--- src/rtl/fetch_ctrl.sv ---
// fetch_ctrl: IF-stage sequencer owning the fetch PC, the imem request handshake and redirect capture.
// Build option FETCH_DELAY_SLOT_EN: keep the branch+4 delivery (delay slot) instead of squashing it.
module fetch_ctrl #(
  parameter logic [31:0] RESET_PC = 32'h0000_0000
) (
  input  logic        clk,
  input  logic        rst_n,
  input  logic        id_valid,
  input  logic [2:0]  id_cf_type,
  input  logic        id_br_taken,
  input  logic        hazard_stall,
  input  logic [31:0] next_pc,
  output logic [2:0]  pc_sel,
  output logic [31:0] pc,
  output logic        imem_req,
  output logic [31:0] imem_addr,
  input  logic        imem_ack,
  input  logic [31:0] imem_rdata,
  output logic        if_valid,
  output logic [31:0] if_instr,
  output logic [31:0] if_pc
);

  localparam logic [2:0] PC_SEL_ADD4   = 3'd0;
  localparam logic [2:0] PC_SEL_BRANCH = 3'd1;

  typedef enum logic [1:0] {IDLE, REQ, HOLD} state_t;

  state_t      state;
  logic        pend;
  logic [31:0] tgt;
  logic [31:0] hold_buf;

  logic        redir;
  logic        deliver;
  logic        squash;
  logic [31:0] word;
  logic [31:0] pc_nxt;

  always_comb begin
    redir   = id_valid && !hazard_stall && (id_cf_type != PC_SEL_ADD4) &&
              ((id_cf_type != PC_SEL_BRANCH) || id_br_taken);
    pc_sel  = redir ? id_cf_type : PC_SEL_ADD4;
    deliver = !hazard_stall && (((state == REQ) && imem_ack) || (state == HOLD));
    word    = (state == HOLD) ? hold_buf : imem_rdata;
    // A captured target outranks a fresh redirect: the first redirect wins.
    pc_nxt  = pend ? tgt : (redir ? next_pc : pc + 32'd4);
  end

`ifdef FETCH_DELAY_SLOT_EN
  assign squash = 1'b0;
`else
  assign squash = pend || redir;
`endif

  assign imem_req  = (state == REQ);
  assign imem_addr = pc;
  assign if_valid  = deliver && !squash;
  assign if_instr  = if_valid ? word : 32'h0;
  assign if_pc     = if_valid ? pc : 32'h0;

  always_ff @(posedge clk or negedge rst_n) begin
    if (!rst_n) begin
      state    <= IDLE;
      pc       <= RESET_PC;
      pend     <= 1'b0;
      tgt      <= 32'h0;
      hold_buf <= 32'h0;
    end else begin
      case (state)
        IDLE: state <= REQ;
        REQ: begin
          if (imem_ack && hazard_stall) begin
            hold_buf <= imem_rdata;
            state    <= HOLD;
          end
        end
        HOLD: begin
          if (!hazard_stall) state <= REQ;
        end
        default: state <= IDLE;
      endcase

      if (deliver) begin
        pc   <= pc_nxt;
        pend <= 1'b0;
      end else if (redir && !pend) begin
        tgt  <= next_pc;
        pend <= 1'b1;
      end
    end
  end

endmodule
--- config.mk ---
export PLATFORM = sky130hd
export DESIGN_NAME = fetch_ctrl
export DESIGN_NICKNAME = d
export VERILOG_FILES = /design/src/rtl/fetch_ctrl.sv
export SDC_FILE = /design/constraint.sdc
export NUM_CORES = 1
export LEC_CHECK = 0
export CORE_ASPECT_RATIO = 0.5
export CORE_MARGIN = 2
export CORE_UTILIZATION = 28
export DETAILED_ROUTE_END_ITERATION = 7
export PLACE_DENSITY = 0.5
export SYNTH_ARGS = -nofsm -noshare
export SYNTH_HDL_FRONTEND = slang
export SYNTH_SLANG_ARGS = --single-unit
--- constraint.sdc ---
create_clock -name clk -period 2.5 [get_ports clk]
set_input_delay 0.5 -clock clk [delete_from_list [all_inputs] [get_ports clk]]
set_output_delay 0.5 -clock clk [all_outputs]
set_load 0.005 [all_outputs]
# Word-level counts from Yosys, hierarchy flattened
# Index checks and enable logic that the tools add are counted.
[classes] add_sub_neg=1 eq_ne=5 n_mux=11 bitwise=1 reduce_logical=20
[op_table] cell="32-bit two-way mux" n=5
[op_table] cell="32-bit by 3-bit adder with 32-bit output, second input constant" n=1
[op_table] cell="1-bit logical AND" n=8
[op_table] cell="2-bit one-hot mux with 3 select lines" n=1
[op_table] cell="2-bit AND reduction" n=3
[op_table] cell="2-bit two-way mux" n=2
[op_table] cell="1-bit zero test" n=3
[op_table] cell="1-bit logical OR" n=3
[op_table] cell="3-bit two-way mux" n=1
[op_table] cell="3-bit by 1-bit inequality test with 1-bit output, second input constant" n=1
[op_table] cell="3-bit nonzero test" n=1
[op_table] cell="2-bit by 1-bit == test with 1-bit output, second input constant" n=1
[op_table] cell="2-bit == test, second input constant" n=1
[op_table] cell="2-bit zero test" n=1
[op_table] cell="1-bit two-way mux" n=2
[op_table] cell="2-bit by 1-bit inequality test with 1-bit output, second input constant" n=1
[op_table] cell="2-bit inequality test, second input constant" n=1
[op_table] cell="2-bit nonzero test" n=1
[op_table] cell="1-bit inverter" n=1
[totals] ff_bits=99 elab_cells=43

# Depth between registers and ports, before layout
[depth] ltp_word=8 mapped_depth=7 depth_no_buf=5

# Least setup slack after synthesis
# Ideal clock, no wire load.
[synth_path] kind="input-to-output" startpoint="input id_br_taken" endpoint="output if_pc[14]" arrival_time_ns=1.823 required_time_ns=2.000 path_slack_ns=0.177 stages=6 path_buffers=3 path_cell_list="a211o_1 clkbuf_1 a21oi_1 buf_2 clkbuf_1 and3_1"
[synth_via] elab_chain_cells=6
[synth_rtl] item="start: declaration" line="10" text="input logic id_br_taken,"
[synth_rtl] item="1-bit logical OR" line="42" text="((id_cf_type != PC_SEL_BRANCH) || id_br_taken);"
[synth_rtl] item="1-bit logical AND" line="41" text="redir = id_valid && !hazard_stall && (id_cf_type != PC_SEL_ADD4) &&"
[synth_rtl] item="1-bit logical OR" line="53" text="assign squash = pend || redir;"
[synth_rtl] item="1-bit zero test" line="58" text="assign if_valid = deliver && !squash;"
[synth_rtl] item="1-bit logical AND" line="58"
[synth_rtl] item="32-bit two-way mux" line="60" text="assign if_pc = if_valid ? pc : 32'h0;"
[synth_rtl] item="end: declaration" line="21" text="output logic [31:0] if_pc"
# No other way between the ends.

# Worst setup path after layout
[layout_path] startpoint="input id_cf_type[0]" endpoint="output if_instr[12]"
[layout_via] elab_chain_cells=7 elab_cells_between_ends=9
[layout_rtl] item="start: declaration" line="9" text="input logic [2:0] id_cf_type,"
[layout_rtl] item="3-bit by 1-bit inequality test with 1-bit output or 3-bit nonzero test (tied branches)" line="42, 41"
[layout_rtl] item="1-bit logical OR or 1-bit logical AND (tied branches)" line="42, 41"
[layout_rtl] item="1-bit logical AND (*)" line="41"
[layout_rtl] item="1-bit logical OR (*)" line="53"
[layout_rtl] item="1-bit zero test (*)" line="58"
[layout_rtl] item="1-bit logical AND (*)" line="58"
[layout_rtl] item="32-bit two-way mux (*)" line="59" text="assign if_instr = if_valid ? word : 32'h0;"
[layout_rtl] item="end: declaration" line="20" text="output logic [31:0] if_instr,"
# Mark *: on every way between the ends. The rest lies on a longest branch, timed or not.

==> impl_metrics.yaml <==
drt:
  ant_nets: 0
  vias: 6118
  met2_length_microns: 10700
  drtIter0Drc: 364
  drtPass1Iterations: 4
  drc: 0
  drt-total-wl_microns: 23170
  dr.max_layer_used: "met5"
  met1Wirelength_microns: 11000
  wl_per_cell_microns: 19.72
  viasPerCell: 5.207
  met3WireLength_microns: 1222
sta:
  fin_crit_sh: 1.010
  clock_skew_ns: 0.008895
  setup_viol: 12
  timing.setup.tns_ns: -0.1275
  max-slew-margin-rel: 0.5678
  slew_violations: 0
  fin_ws_ns: -0.02412
  fmax_mhz: 396.2
  hold_viol_final: 0
  rsz0062_at_grt: "yes"
  tightest_slew_ns: 0.6423
  fin_crit_ns: 2.524
global_routing:
  grt.total_usage: 0.1972
  first_global_vias: 5935
  gr-total-overflow: 0
  grt_start_max_net_pins: 44
  antenna_found_initial: 2
  grt_pass1_wl_microns: 35000
place:
  place_hpwl_microns: 16210
  dpl.cell_count: 1144
  dpl_cell_area_sq_mm: 0.008622
  place.gp.congestion: 0.8284
  port_buffers: 205
die:
  die_w_microns: 213.8
  io_pins: 206
  dieArea_sq_mm: 0.02329
  start_util: 0.2849
  coreArea_sq_mm: 0.02163
  die_y_microns: 108.9
  rows: 38
power:
  p_leak_nw: 4.171
  p_per_area_mw_per_mm2: 840.8
  design_power_total_w: 0.007696
  ir_worst_vdd_uv: 347.6
synthesis:
  netlist_area_sq_mm: 0.006163
  synth.distinct_cells: 61
  synth_ff_type: "dfrtp_1"
  postSynthCellCount: 675
  ys_seq_elements: 99
  synthMuxAreaShare: 0.1186
  synthAdderAreaFrac: 0.002030
  synth_top_family_by_area: "compound AO/OA/AOI/OAI gates"
  ys.warnings.count: 0
  synth_xor_area_frac: 0
  synth_compound_area_frac: 0.1963
  yosysSeqAreaShare: 0.4019
  postSynthNetCount: 749
  synthSimpleGateAreaFrac: 0.1927
  avgSynthCellArea_sq_um: 9.131
  synth_edf_count: 0
  ys_async_sr_fraction: 1.000
finish:
  post-route-util: 0.4231
  syn2layout_area_growth_pct: 48.50
  drive_gt1_frac: 0.2632
  stdcell_count: 1175
  finalNetCount: 943
  design_area_sq_mm: 0.009153
  final_common_cell: "clkdlybuf4s50_1"
  final_cell_mix: "132 x clkdlybuf4s50_1, 99 x dfrtp_1, 80 x nand2_1, 64 x mux2_2, 53 x buf_4"
setup_path:
  arrival_ns: 2.02
  startpoint_type: "input port"
  cp_num_buf_inv: 6
  path_class: "input port to output pin"
  slowest_delay_ns: 0.31
  worstPathRequired_ns: 2.00
  r2r-start: "imem_addr[2]"
  cp_cell_sequence: "clkdlybuf4s15_1, a211o_1, a21oi_4, buf_6, nand2_4, buf_8, buf_12, buf_16, a21oi_2, buf_2"
  crit_path_top_delay_cell: "a211o_1"
  path_delay_family: "buffers and inverters"
  worst-path-max-fanout: 8
  cp-end-kind: "output pin"
  critPathLaunch: "id_cf_type[0]"
clocking:
  cts_root_buf: "clkbuf_16"
  clock-sinks: 99
  htreeDepth: 3
  cts_buffer_depth: 2
  worstSkewPairLatency_ns: 0.35
  cts_buffers: 9
  cts_tree: "yes"
  cts.clk_slew.worst_paths_ns: 0.07
run_status:
  violations: "setup timing"
  outcome: "finished, violations left"
worst_hold_path:
  hold_class: "input port to asynchronous set/reset pin"
run:
  drv_cap: 0
-- stage by stage --
stage | setup WS [ns] | hold WS, ns
6_report | -0.02412 | 0.1095
5_1_grt | -0.09533 | 0.1485
4_1_cts | -0.1857 | 0.1246
3_5_place_dp | -0.4401 | 0.4862
3_3_place_gp | -0.4764 | 0.4747
2_1_floorplan | 0.1773 | 0.2044
-- synth_stat cells, types with 4 or more instances --
master,n,area [sq um]
nand3_1,20,100.1
nor3_1,10,50.05
o22ai_1,6,37.54
a211o_1,5,43.79
a21oi_1,47,235.2
inv_1,17,63.81
mux2_2,64,720.7
nor2b_1,6,37.54
o31ai_1,5,37.54
nor4_1,7,43.79
a41o_1,7,70.07
buf_4,32,240.2
nor2_1,17,63.81
clkbuf_1,41,153.9
a211oi_1,10,75.07
and3_1,25,156.4
nand4_1,16,100.1
a22o_1,5,43.79
nor3b_1,7,52.55
and2_1,20,125.1
o311a_1,4,40.04
nand2_1,81,304.0
o21ai_0,17,85.08
buf_2,12,60.06
o211ai_1,15,112.6
buf_1,6,22.52
a31oi_1,13,81.33
a41oi_1,11,96.34
dfrtp_1,99,2477
-- cells by family (layout without fill, tap and decap cells) --
family                   after synthesis  count (layout)
AO/OA/AOI/OAI                        174             174
adder cells (fa/ha/maj)                1               1
AND/OR/NAND/NOR                      227             227
flip-flops                            99              99
other                                  0               1
buffers and inverters                109             308
multiplexers                          65              65
-- layout make-up --
cell class | instances | area [sq um]
fill | 2161 | 12480
multi-input combinational | 467 | 3327
timing repair buffer | 275 | 2618
sequential | 99 | 2477
tap | 300 | 375.4
clock buffer | 14 | 254.0
inverter | 17 | 63.81
clock inverter | 2 | 35.03
antenna | 1 | 2.502
-- registers in the layout, summed over array words and instances (netlist names) --
| name | flops |
|---|---|
| hold_buf | 32 |
| imem_addr | 32 |
| tgt | 32 |
| state | 2 |
| pend | 1 |
-- path summary, 6_finish.rpt --
kind	to	slack, ns	depth (start not counted)
max	if_instr[12]	-0.02	10
min in group clk	tgt[26]	0.50	1
min	hold_buf[20]	0.11	1
min reg2reg	tgt[26]	0.50	1
max reg2reg	imem_addr[28]	0.42	5
max in group asynchronous	tgt[18]	1.74	2
-- where the power goes --
group / internal, W / switching [W] / total [W]
logic: 0.00195 / 0.00138 / 0.00332
registers: 0.00219 / 0.000775 / 0.00297
clock network: 0.000805 / 0.000602 / 0.00141
total: 0.00494 / 0.00275 / 0.00770
-- metal layers --
layer / up-vias / track usage
met5: - / 0
met4: 2 / 0.03621
met3: 19 / 0.04493
met2: 160 / 0.3087
met1: 3085 / 0.2802
li1: 2852 / -
-- timing repair --
item	CTS	global route
cloned	2	2
gates resized for setup	159	81
setup endpoints to repair	68	57
hold buffers	0	0
pin swaps	4	1
setup buffers	9	3
Note: power is estimated with default switching activity, not from simulation.
